## src/rtl/bbq_sched_pkg.sv

```systemverilog
// Shared definitions for the bucket bitmap scheduler.
//   - state_e        : dequeue FSM states (IDLE -> FIND -> COMMIT -> IDLE)
//   - *_DEF          : default geometry (16 buckets, 8-bit occupancy counters)
//   - COUNT_MAX_DEF  : saturation value of a default-width occupancy counter
//   - helper functions deriving bucket count and total-count width
package bbq_sched_pkg;

  typedef enum logic [1:0] {
    IDLE   = 2'd0,
    FIND   = 2'd1,
    COMMIT = 2'd2
  } state_e;

  localparam int NUM_BUCKETS_LOG_DEF = 4;
  localparam int COUNT_WIDTH_DEF     = 8;
  localparam int COUNT_MAX_DEF       = (1 << COUNT_WIDTH_DEF) - 1;

  function automatic int num_buckets(input int log2n);
    return 1 << log2n;
  endfunction

  // Sum of all counters needs log2(buckets) extra bits so it can never wrap.
  function automatic int total_width(input int count_w, input int log2n);
    return count_w + log2n;
  endfunction

endpackage

```

## src/rtl/bucket_bitmap_scheduler_ffs.sv

```systemverilog
// Find-first-set unit over a 2^WIDTH_LOG-bit vector.
//   vec  : input vector
//   lsb  : index of the lowest set bit (0 when vec is zero)
//   msb  : index of the highest set bit (0 when vec is zero)
//   zero : vec has no bit set
module bucket_bitmap_scheduler_ffs #(
  parameter int WIDTH_LOG = 4,
  localparam int WIDTH    = 1 << WIDTH_LOG
) (
  input  logic [WIDTH-1:0]     vec,
  output logic [WIDTH_LOG-1:0] lsb,
  output logic [WIDTH_LOG-1:0] msb,
  output logic                 zero
);

  always_comb begin
    lsb  = '0;
    msb  = '0;
    zero = ~|vec;
    // Scanning downwards leaves the lowest set index as the last write.
    for (int i = WIDTH - 1; i >= 0; i--) begin
      if (vec[i]) lsb = WIDTH_LOG'(i);
    end
    // Scanning upwards leaves the highest set index as the last write.
    for (int i = 0; i < WIDTH; i++) begin
      if (vec[i]) msb = WIDTH_LOG'(i);
    end
  end

endmodule

```

## src/rtl/bucket_bitmap_scheduler.sv

```systemverilog
// Bucket occupancy tracker and min/max dequeue scheduler for a bucketed
// priority queue. Keeps one counter per bucket plus a non-empty bitmap, and
// answers each dequeue with the lowest (deq_max=0) or highest (deq_max=1)
// non-empty bucket, decrementing that bucket's count.
// Ports:
//   clk, rst                 : clock, asynchronous active-high reset
//   enq_valid/ready/bucket   : enqueue handshake; ready drops for a full bucket
//   deq_valid/ready/max      : dequeue handshake; ready only while IDLE
//   resp_valid/bucket/empty  : one-cycle response two cycles after accept
//   bitmap                   : bit i set when bucket i is non-empty
//   total_count              : sum of all bucket counts
//   busy                     : a dequeue is in flight
module bucket_bitmap_scheduler
  import bbq_sched_pkg::*;
#(
  parameter int NUM_BUCKETS_LOG = NUM_BUCKETS_LOG_DEF,
  parameter int COUNT_WIDTH     = COUNT_WIDTH_DEF,
  localparam int NUM_BUCKETS    = num_buckets(NUM_BUCKETS_LOG),
  localparam int TOTAL_W        = total_width(COUNT_WIDTH, NUM_BUCKETS_LOG)
) (
  input  logic                       clk,
  input  logic                       rst,
  input  logic                       enq_valid,
  output logic                       enq_ready,
  input  logic [NUM_BUCKETS_LOG-1:0] enq_bucket,
  input  logic                       deq_valid,
  output logic                       deq_ready,
  input  logic                       deq_max,
  output logic                       resp_valid,
  output logic [NUM_BUCKETS_LOG-1:0] resp_bucket,
  output logic                       resp_empty,
  output logic [NUM_BUCKETS-1:0]     bitmap,
  output logic [TOTAL_W-1:0]         total_count,
  output logic                       busy
);

  localparam logic [COUNT_WIDTH-1:0] COUNT_MAX = {COUNT_WIDTH{1'b1}};

  state_e                     state_q, state_d;
  logic                       deq_max_p0;
  logic [NUM_BUCKETS_LOG-1:0] find_idx_p1;
  logic                       find_zero_p1;
  logic [COUNT_WIDTH-1:0]     count_q [NUM_BUCKETS];
  logic [TOTAL_W-1:0]         total_q;
  logic [NUM_BUCKETS_LOG-1:0] ffs_lsb, ffs_msb;
  logic                       ffs_zero;
  logic                       enq_fire, dec_fire;

  bucket_bitmap_scheduler_ffs #(
    .WIDTH_LOG (NUM_BUCKETS_LOG)
  ) u_ffs (
    .vec  (bitmap),
    .lsb  (ffs_lsb),
    .msb  (ffs_msb),
    .zero (ffs_zero)
  );

  always_comb begin
    for (int i = 0; i < NUM_BUCKETS; i++) begin
      bitmap[i] = |count_q[i];
    end
  end

  assign enq_ready   = (count_q[enq_bucket] != COUNT_MAX);
  assign enq_fire    = enq_valid && enq_ready;
  assign dec_fire    = (state_q == COMMIT) && !find_zero_p1;
  assign total_count = total_q;

  always_ff @(posedge clk or posedge rst) begin
    if (rst) state_q <= IDLE;
    else     state_q <= state_d;
  end

  always_comb begin
    state_d     = state_q;
    deq_ready   = 1'b0;
    busy        = 1'b1;
    resp_valid  = 1'b0;
    resp_bucket = '0;
    resp_empty  = 1'b0;
    case (state_q)
      IDLE: begin
        deq_ready = 1'b1;
        busy      = 1'b0;
        if (deq_valid) state_d = FIND;
      end
      FIND: begin
        state_d = COMMIT;
      end
      COMMIT: begin
        resp_valid  = 1'b1;
        resp_empty  = find_zero_p1;
        resp_bucket = find_zero_p1 ? '0 : find_idx_p1;
        state_d     = IDLE;
      end
      default: begin
        state_d = IDLE;
      end
    endcase
  end

  // Stage p0: direction latched on accept
  always_ff @(posedge clk) begin
    if (state_q == IDLE && deq_valid) deq_max_p0 <= deq_max;
  end

  // Stage p1: search result over the bitmap as it stands in the FIND cycle;
  // an enqueue landing on this same edge is deliberately not seen.
  always_ff @(posedge clk) begin
    if (state_q == FIND) begin
      find_zero_p1 <= ffs_zero;
      find_idx_p1  <= ffs_zero ? '0 : (deq_max_p0 ? ffs_msb : ffs_lsb);
    end
  end

  // An enqueue and a commit-decrement on the same bucket cancel out, which
  // keeps the bucket's bitmap bit set throughout.
  for (genvar g = 0; g < NUM_BUCKETS; g++) begin : g_count
    logic inc, dec;
    assign inc = enq_fire && (enq_bucket == NUM_BUCKETS_LOG'(g));
    assign dec = dec_fire && (find_idx_p1 == NUM_BUCKETS_LOG'(g));

    always_ff @(posedge clk or posedge rst) begin
      if (rst) begin
        count_q[g] <= '0;
      end else if (inc && !dec) begin
        count_q[g] <= count_q[g] + 1'b1;
      end else if (dec && !inc) begin
        count_q[g] <= count_q[g] - 1'b1;
      end
    end
  end

  always_ff @(posedge clk or posedge rst) begin
    if (rst) begin
      total_q <= '0;
    end else if (enq_fire && !dec_fire) begin
      total_q <= total_q + 1'b1;
    end else if (dec_fire && !enq_fire) begin
      total_q <= total_q - 1'b1;
    end
  end

  // The bitmap only selects non-empty buckets, so a decrement target is >= 1.
  always @(posedge clk) begin
    if (!rst && dec_fire) assert (count_q[find_idx_p1] != '0);
  end

endmodule

```

## config.mk

```make
export PLATFORM = sky130hd
export DESIGN_NAME = bucket_bitmap_scheduler
export DESIGN_NICKNAME = d
export VERILOG_FILES = /design/src/rtl/bbq_sched_pkg.sv /design/src/rtl/bucket_bitmap_scheduler_ffs.sv /design/src/rtl/bucket_bitmap_scheduler.sv
export SDC_FILE = /design/constraint.sdc
export NUM_CORES = 1
export LEC_CHECK = 0
export ABC_AREA = 1
export BUFFER_PORTS_ARGS = -buffer_cell sky130_fd_sc_hd__buf_2
export CAP_MARGIN = 20
export CORE_ASPECT_RATIO = 1.25
export CORE_MARGIN = 2
export CORE_UTILIZATION = 35
export DETAILED_ROUTE_END_ITERATION = 6
export PLACE_DENSITY = 0.47
export SYNTH_ARGS = -nofsm -noshare
export SYNTH_HDL_FRONTEND = slang
export SYNTH_HIERARCHICAL = 1
export SYNTH_SLANG_ARGS = --single-unit
```

## constraint.sdc

```tcl
create_clock -name clk -period 6.45 [get_ports clk]
set_input_delay 1.29 -clock clk [delete_from_list [all_inputs] [get_ports clk]]
set_output_delay 1.29 -clock clk [all_outputs]
set_load 0.01 [all_outputs]
```

Word level (Yosys, flattened, before mapping). Cells that the tools add are included.

$add $sub $neg: 34. $lt $le $gt $ge: 1. Equal/unequal tests: 34. Multiplexer cells: 77. Bitwise logic cells: 1. Reductions and logical operators: 142.

Operators by type and width (count): $mux W8 (34); $add A8 B1 Y8 const B (16); $reduce_or A128 Y1 (1); $reduce_or A8 Y1 (16); $sub A8 B1 Y8 const B (16); $mux W4 (27); $logic_and A1 B1 Y1 (69); $eq A4 B4 Y1 const B (16); $logic_not A1 Y1 (36); $reduce_bool A2 Y1 (17); $bmux W8 S4 (1); $eq A4 B3 Y1 const B (8); $mux W12 (2); $eq A4 B2 Y1 const B (4); $add A12 B1 Y12 const B (1); $mux W3 (4); $sub A12 B1 Y12 const B (1); $eq A4 B1 Y1 const B (2); $logic_not A4 Y1 (2); $ne A8 B8 Y1 const B (1); $mux W2 (3); $ge A5 B5 Y1 const B (1); $mux W1 (5); $not A4 Y5 (1); 5 further kinds (5).

Bits in registers: 148.

Longest topological paths before layout. Gate-level depths: netlist (run 1).

Depth in word-level cells: 18. Depth in mapped cells: 30.

Cells and area by module. The synthesis (run 1) kept the hierarchy.

Modules (own cells, without submodules): bucket_bitmap_scheduler (instances 1, cells an instance 1810, area an instance 12411.9 sq um, sequential area each 3733.6 sq um); bucket_bitmap_scheduler_ffs (instances 1, cells an instance 73, area an instance 311.5 sq um, sequential area each 0.0 sq um).

Worst setup path after synthesis (run 1). No wires, ideal clock.

Path kind: input port to flip-flop. Start point: input port enq_bucket[0]. End point: register total_q[5] (netlist: total_count[5]). Library setup time: 118 ps. Arrival time: 4084 ps. Required time: 6332 ps. Path slack: 2248 ps. Stages on the path: 26. Path through: buf_6 buf_6 buf_6 o21ai_0 nand2_1 nand2_1 nand2_1 nand2_1 inv_1 nand2_1 nand2_1 nor2_2 nand2_2 nand2_4 buf_8 inv_2 ha_1 inv_1 ha_1 a21oi_1 o21ai_0 inv_1 o21ai_0 or2_2 nand3_1 nand2_1.

Word-level cells in the longest chain between the ends: 9. Elaborated cells on any way between the ends: 11. Those cells by class: eq/ne (1); mux (4); bitwise (1); reduce/logical (5).

RTL lines: start: declaration (line bucket_bitmap_scheduler.sv:25) `input logic [NUM_BUCKETS_LOG-1:0] enq_bucket,`; $not A4 Y5 (implied by the code) * (line bucket_bitmap_scheduler.sv:64) `assign enq_ready = (count_q[enq_bucket] != COUNT_MAX);`; $bmux W8 S4 * (line bucket_bitmap_scheduler.sv:64); $mux W8 (implied by the code) * (2 in a row) (line bucket_bitmap_scheduler.sv:64); $ne A8 B8 Y1 * (line bucket_bitmap_scheduler.sv:64); net enq_ready (line bucket_bitmap_scheduler.sv:24) `output logic enq_ready,`; $logic_and A1 B1 Y1 * (line bucket_bitmap_scheduler.sv:65) `assign enq_fire = enq_valid && enq_ready;`; $logic_not A1 Y1 (line bucket_bitmap_scheduler.sv:139) `end else if (dec_fire && !enq_fire) begin`; $logic_and A1 B1 Y1 (line bucket_bitmap_scheduler.sv:139); $reduce_bool A2 Y1 (no line); end signal: assignment (line bucket_bitmap_scheduler.sv:138) `total_q <= total_q + 1'b1;`; end signal: assignment (line bucket_bitmap_scheduler.sv:140) `total_q <= total_q - 1'b1;`; end: declaration (line bucket_bitmap_scheduler.sv:44) `logic [TOTAL_W-1:0] total_q;`.

Mark *: on every way through the listed nets, which the timed path passes. The rest lies on a longest branch. The select of a mux whose other input is x is not followed. A chain may end at the register's enable or synchronous reset.

Worst setup path in the final report (run 1).
Start point: input port enq_bucket[1]. End point: register total_q[8] (netlist: total_count[8]).

Word-level cells in the longest chain between the ends: 9. Elaborated cells on any way between the ends: 11. Those cells by class: eq/ne (1); mux (4); bitwise (1); reduce/logical (5).

RTL lines (line): $not A4 Y5 (implied by the code) * (bucket_bitmap_scheduler.sv:64); $bmux W8 S4 * (bucket_bitmap_scheduler.sv:64); $mux W8 (implied by the code) * (2 in a row) (bucket_bitmap_scheduler.sv:64); $ne A8 B8 Y1 * (bucket_bitmap_scheduler.sv:64); $logic_and A1 B1 Y1 * (bucket_bitmap_scheduler.sv:65); $logic_not A1 Y1 (bucket_bitmap_scheduler.sv:139); $logic_and A1 B1 Y1 (bucket_bitmap_scheduler.sv:139); $reduce_bool A2 Y1 (no line).

Every way passes the cells marked *; elsewhere a longest branch is shown, timed or not. The select of a mux whose other input is x is not followed.

==> impl_metrics.json, run 1 <==
{
  "netlist_area_um2": 12700,
  "cellLeakagePower_nw": 7.12,
  "fmax_ghz": 0.201,
  "dr.pass1.iters": 5,
  "grt_pass1_wl_um": 59100,
  "end_kind": "register",
  "synth_seq_cells": 148,
  "synth_cell_types": 39,
  "worst-setup-path-type": "input pin to register",
  "path_clk_slew_ns": 0.07,
  "synth_fp_nets": 2032,
  "rsz0062_at_grt": "false",
  "final_nets": 2057,
  "finalClockSkew_ns": 0.00879,
  "slew_headroom_pct": 36.3,
  "die_h_um": 217,
  "finalCriticalPeriod_ns": 4.99,
  "portBuffers": 45,
  "cts_num_sinks": 148,
  "p_per_area_nw_per_um2": 443,
  "post_cts_resized": 0,
  "crit_top_cell": "nand2_1",
  "synth.area.top_cells": "dfrtp_1, nand2_1, ha_1",
  "critPathArrivalTime_ns": 5.37,
  "hold_slack_ns": 0.481,
  "viasPerCell": 4.88,
  "initial_core_util_pct": 35.2,
  "wl_per_cell_um": 14.9,
  "path_cells": "buf_2 -> inv_2 -> nor2_4 -> nand2_1 -> nand3_1 -> nand2_1 -> nand4_1 -> nand2_1 -> nor2_2 -> nand2_2 -> nand2_4 -> inv_2 -> ha_1 -> inv_1 -> fa_1 -> nand2_1 -> nand2_1 -> o21ai_0 -> o21ai_0 -> nand3_1 -> nand2_1 -> nand2_1 -> a31oi_1",
  "async_reset_ff_share_pct": 95.9,
  "final_util_pct": 38.4,
  "filler_cell_count": 3941,
  "tritoncts": "done",
  "insertion_delay_ns": 0.46,
  "hpwl_um": 27400,
  "grt.total_usage_pct": 19.6,
  "fin_crit_sh_pct": 77.3,
  "yosysMostFrequentCell": "nand2_1",
  "startpoint_type": "input pin",
  "tightest_slew_ns": 0.948,
  "grt_antenna_before_repair": 0,
  "cap_viol_max_count": 0,
  "syn_area_per_cell_um2": 6.76,
  "drc": 0,
  "dp.cells": 2369,
  "slew_violations": 0,
  "slowest_delay_ns": 0.54,
  "worst-path-max-fanout": 35,
  "place_area_um2": 13300,
  "die-area_um2": 37900,
  "synth_top_cell_by_area": "dfrtp_1",
  "critPathRequiredTime_ns": 6.83,
  "grt_pass1_vias": 11500,
  "peakVddDrop_mv": 0.177,
  "final_cells": 2401,
  "drtIter0Drc": 500,
  "synth_ff_type": "dfrtp_1",
  "globalplace.congestion": 0.830,
  "status": "complete, no violations",
  "totalWireLength_um": 35700,
  "hold_viol": 0,
  "min_path_type": "register to register",
  "syn_inst": 1883,
  "synth_top_area_share_pct": 27.9,
  "synth_edf_count": 6,
  "ff_latch_area_um2": 3730,
  "cts_inserted_buffers": 17,
  "ys_seq_area_share_pct": 29.3,
  "h-tree-depth": 4,
  "clockBufferDepth": 2,
  "final_layout_size_suffix_gt1_share_pct": 6.66,
  "routed-via-count": 11700,
  "cts_hold_buf": 0,
  "cts-root-buf": "clkbuf_16",
  "rows": 78,
  "syn_to_final_growth_pct": 8.96,
  "finalSetupViolCount": 0,
  "n_antenna_cell": 0,
  "multiInputGateArea_um2": 7900,
  "ant_nets": 0,
  "synth_common_cells": "nand2_1, inv_1, dfrtp_1, ha_1, o21ai_0",
  "final_cell_area_um2": 13900,
  "grt.overflow.total": 0,
  "tns_ns": 0,
  "yosys_warnings": 6,
  "cp_slowest_cell": "buf_2",
  "grt_start_max_net_pins": 59,
  "pin_count": 46,
  "core_area_um2": 36100,
  "die_x_um": 175,
  "post_cts_buffers": 0
}
[cell usage in the layout, fill, tap and decap left out, types with 3 or more instances in the layout]
| master | netlist | layout |
|---|---|---|
| nand2_1 | 751 | 751 |
| inv_1 | 211 | 210 |
| dfrtp_1 | 142 | 142 |
| ha_1 | 123 | 123 |
| o21ai_0 | 108 | 108 |
| a21oi_1 | 96 | 96 |
| nor2_1 | 92 | 92 |
| nand3_1 | 79 | 79 |
| buf_2 | 16 | 45 |
| xnor2_1 | 33 | 33 |
| nor4_1 | 30 | 30 |
| or2_2 | 25 | 25 |
| a31oi_1 | 23 | 23 |
| xor2_1 | 18 | 18 |
| fa_1 | 17 | 17 |
| clkbuf_16 | 0 | 17 |
| o21ai_1 | 14 | 14 |
| nor2_2 | 10 | 10 |
| nor3_1 | 9 | 9 |
| a221oi_1 | 9 | 9 |
| a211oi_1 | 8 | 8 |
| inv_2 | 8 | 8 |
| a21o_1 | 7 | 7 |
| clkinv_2 | 0 | 7 |
| o22a_1 | 6 | 6 |
| edfxtp_1 | 6 | 6 |
| clkinv_1 | 3 | 5 |
| buf_4 | 2 | 4 |
| nand4_1 | 3 | 3 |
| inv_6 | 0 | 3 |
| clkinvlp_4 | 0 | 3 |
[metal layers]
metal | share of wire (%) | track usage, %
met1 | 45 | 23.9
met2 | 50 | 34.9
met3 | 2.1 | 2.67
met4 | 3.0 | 7.92
met5 | 0 | 0
[through the flow]
step / power, mW / setup WS (ns)
2_1_floorplan: 4.39 / 1.35
3_3_place_gp: 5.19 / 1.02
4_1_cts: 6.21 / 1.49
6_report: 6.14 / 1.46
3_5_place_dp: 5.23 / 1.00
5_1_grt: 6.86 / 1.00
[where the power goes]
part	switching, mW	internal [mW]
Clock	0.447	0.485
Sequential	0.660	1.38
Combinational	1.83	1.34
Total	2.94	3.20
[kinds of logic (layout without fill, tap and decap cells)]
logic type / Yosys count / in the layout / share of synthesized area (%)
AO/OA/AOI/OAI: 276 / 276 / 11.9
XOR/XNOR: 51 / 51 / 3.51
adder cells (fa/ha/maj): 140 / 140 / 14.8
buffers and inverters: 266 / 304 / 8.56
flip-flops: 148 / 148 / 29.3
AND/OR/NAND/NOR: 1002 / 1002 / 31.9
[state kept, by name, summed over array words and instances, names as in the netlist]
name          count
deq_max_p0        1
state_q           2
find_zero_p1      1
find_idx_p1       4
total_count      12
count_q         128
[worst max-delay path: cells and delay by family]
kind	cells	cell delay, ns
AO/OA/AOI/OAI	3	0.59
buffers and inverters	4	1.38
adder cells (fa/ha/maj)	2	0.52
AND/OR/NAND/NOR	14	1.59
[cell type report]
type / count / share of cell area (%)
sequential: 148 / 26.9
tap: 480 / 4.33
multi-input combinational: 1469 / 57.0
clock buffer: 17 / 3.07
inverter: 223 / 6.17
timing repair buffer: 49 / 1.84
clock inverter: 15 / 0.659
[worst paths after layout]
check	start	to	slack, ns	cells after the start
worst min-delay path	state_q[1]	state_q[1]	0.48	1
worst max-delay path	enq_bucket[1]	total_count[8]	1.46	23
worst max register to register	count_q[121]	total_count[8]	2.73	24
worst min register to register	state_q[1]	state_q[1]	0.48	1
max in group asynchronous	rst	count_q[67]	4.48	3
min in group asynchronous	rst	total_count[5]	0.90	2
No activity file was read; power rests on OpenSTA's default activity.
==> inputs of run 2 (changes only) <==
--- a/config.mk
+++ b/config.mk
@@ -12,7 +12,7 @@
 export CORE_MARGIN = 2
 export CORE_UTILIZATION = 35
 export DETAILED_ROUTE_END_ITERATION = 6
-export PLACE_DENSITY = 0.47
+export PLACE_DENSITY = 0.49
 export SYNTH_ARGS = -nofsm -noshare
 export SYNTH_HDL_FRONTEND = slang
 export SYNTH_HIERARCHICAL = 1
==> constraint.sdc (replaced) <==
create_clock -name clk -period 4.5 [get_ports clk]
set_input_delay 0.9 -clock clk [delete_from_list [all_inputs] [get_ports clk]]
set_output_delay 0.9 -clock clk [all_outputs]
set_load 0.01 [all_outputs]
==> run 2 against run 1 <==
Compared with the run above: hold slack about the same; global-route usage up 0.22 points; routed wire length down 0.13%; critical path type unchanged; critical endpoint is now count_q[119]; largest power group unchanged; highest routed layer unchanged.
==> impl_metrics.json, run 2 (synthesis gave the netlist of run 1 again) <==
{
  "tns_ns": 0,
  "critPathRequiredTime_ns": 4.84,
  "path_clk_slew_ns": 0.06,
  "core_area_um2": 36100,
  "filler_cell_count": 3843,
  "dr.pass1.iters": 6,
  "worst-setup-path-type": "input pin to register",
  "post_cts_resized": 0,
  "multiInputGateArea_um2": 7900,
  "slew_violations": 0,
  "finalCriticalPeriod_ns": 3.92,
  "drtIter0Drc": 609,
  "fmax_ghz": 0.255,
  "p_per_area_nw_per_um2": 631,
  "critPathArrivalTime_ns": 4.26,
  "grt.overflow.total": 0,
  "final_layout_size_suffix_gt1_share_pct": 8.43,
  "tightest_slew_ns": 0.726,
  "clockBufferDepth": 2,
  "cts_inserted_buffers": 17,
  "die-area_um2": 37900,
  "startpoint_type": "input pin",
  "grt_antenna_before_repair": 0,
  "finalSetupViolCount": 0,
  "cp_slowest_cell": "ha_1",
  "wirelength_met1_um": 16400,
  "min_path_type": "register to register",
  "top_layer": "met4",
  "h-tree-depth": 4,
  "peakVddDrop_mv": 0.264,
  "wl_met2_um": 17400,
  "largest-register": "count_q",
  "slowest_delay_ns": 0.32,
  "whs_path_depth": 1,
  "rsz0062_at_grt": "false",
  "largest_reg_flops": 128,
  "final_nets": 2094,
  "grt_pass1_vias": 12000,
  "cap_viol_max_count": 0,
  "reg2regPathDepth": 23,
  "crit_top_cell": "nand2_1",
  "post_cts_buffers": 0,
  "place_area_um2": 13700,
  "pin_count": 46,
  "ant_nets": 0,
  "routed-wl-met3_um": 816,
  "grt_pass1_wl_um": 60100,
  "final_cell_mix": "nand2_1, inv_1, dfrtp_1, ha_1, o21ai_0",
  "drc": 0,
  "slew_headroom_pct": 51.2,
  "final_util_pct": 39.5,
  "status": "complete, no violations",
  "grt.total_usage_pct": 19.8,
  "n_antenna_cell": 0,
  "ff_latch_area_um2": 3730,
  "final_cell_area_um2": 14300,
  "routed-via-count": 11800,
  "cts-root-buf": "clkbuf_16",
  "die_x_um": 175,
  "grt_start_max_net_pins": 94,
  "insertion_delay_ns": 0.46,
  "cellLeakagePower_nw": 7.33,
  "die_h_um": 217,
  "end_kind": "register",
  "finalClockSkew_ns": 0.0118,
  "cts_num_sinks": 148,
  "cts_hold_buf": 0,
  "globalplace.congestion": 0.902,
  "wl_per_cell_um": 14.6,
  "tritoncts": "done",
  "syn_to_final_growth_pct": 12.2,
  "initial_core_util_pct": 35.2,
  "fin_crit_sh_pct": 87.1,
  "viasPerCell": 4.83,
  "setup_ws_ns": 0.579,
  "portBuffers": 45,
  "hpwl_um": 27900,
  "hold_viol": 0,
  "worst-path-max-fanout": 39,
  "totalWireLength_um": 35700,
  "pre_cts_ws_ns": 0.0938,
  "final_common_cell": "nand2_1",
  "rows": 78
}
-- run 2: where the power goes --
| group | switching (mW) | total [mW] | internal (mW) |
|---|---|---|---|
| combinational | 2.62 | 4.63 | 2.01 |
| sequential | 0.955 | 2.93 | 1.97 |
| clock | 0.631 | 1.46 | 0.825 |
| total | 4.21 | 9.01 | 4.80 |
-- run 2: path summary, 6_finish.rpt --
check / startpoint / endpoint / slack (ns)
max in group asynchronous: rst / count_q[87] / 3.32
setup reg to reg: count_q[124] / count_q[119] / 1.05
hold reg to reg: state_q[1] / state_q[1] / 0.48
min in group asynchronous: rst / count_q[13] / 0.58
setup / recovery: enq_bucket[0] / count_q[119] / 0.58
hold / removal: state_q[1] / state_q[1] / 0.48
-- run 2: worst max-delay path: cells and delay by family --
kind,cells,cell delay [ns]
fa+ha+maj,2,0.55
simple gates,15,1.20
buf+inv,5,0.88
xor+xnor,1,0.16
compound gates,3,0.55
-- run 2: area by class of cell --
type / count / area share, %
multi-input combinational: 1469 / 55.4
sequential: 148 / 26.2
inverter: 223 / 5.99
tap: 480 / 4.21
timing repair buffer: 86 / 4.17
clock buffer: 22 / 3.40
clock inverter: 10 / 0.701
-- run 2: layer usage --
metal	up-vias	GRT usage [%]
li1	6201	-
met1	5385	24.3
met2	150	35.1
met3	51	2.81
met4	0	7.97
met5	-	0
-- run 2: metrics by stage --
| stage | hold WS, ns | total power, mW | instances |
|---|---|---|---|
| 5_1_grt | 0.511 | 10.1 | 2438 |
| 6_report | 0.481 | 9.01 | 2438 |
| 3_5_place_dp | 0.474 | 7.60 | 2406 |
| 4_1_cts | 0.486 | 9.11 | 2438 |
| 3_3_place_gp | 0.468 | 7.54 | 2406 |
| 2_1_floorplan | 0.446 | 6.30 | 1883 |
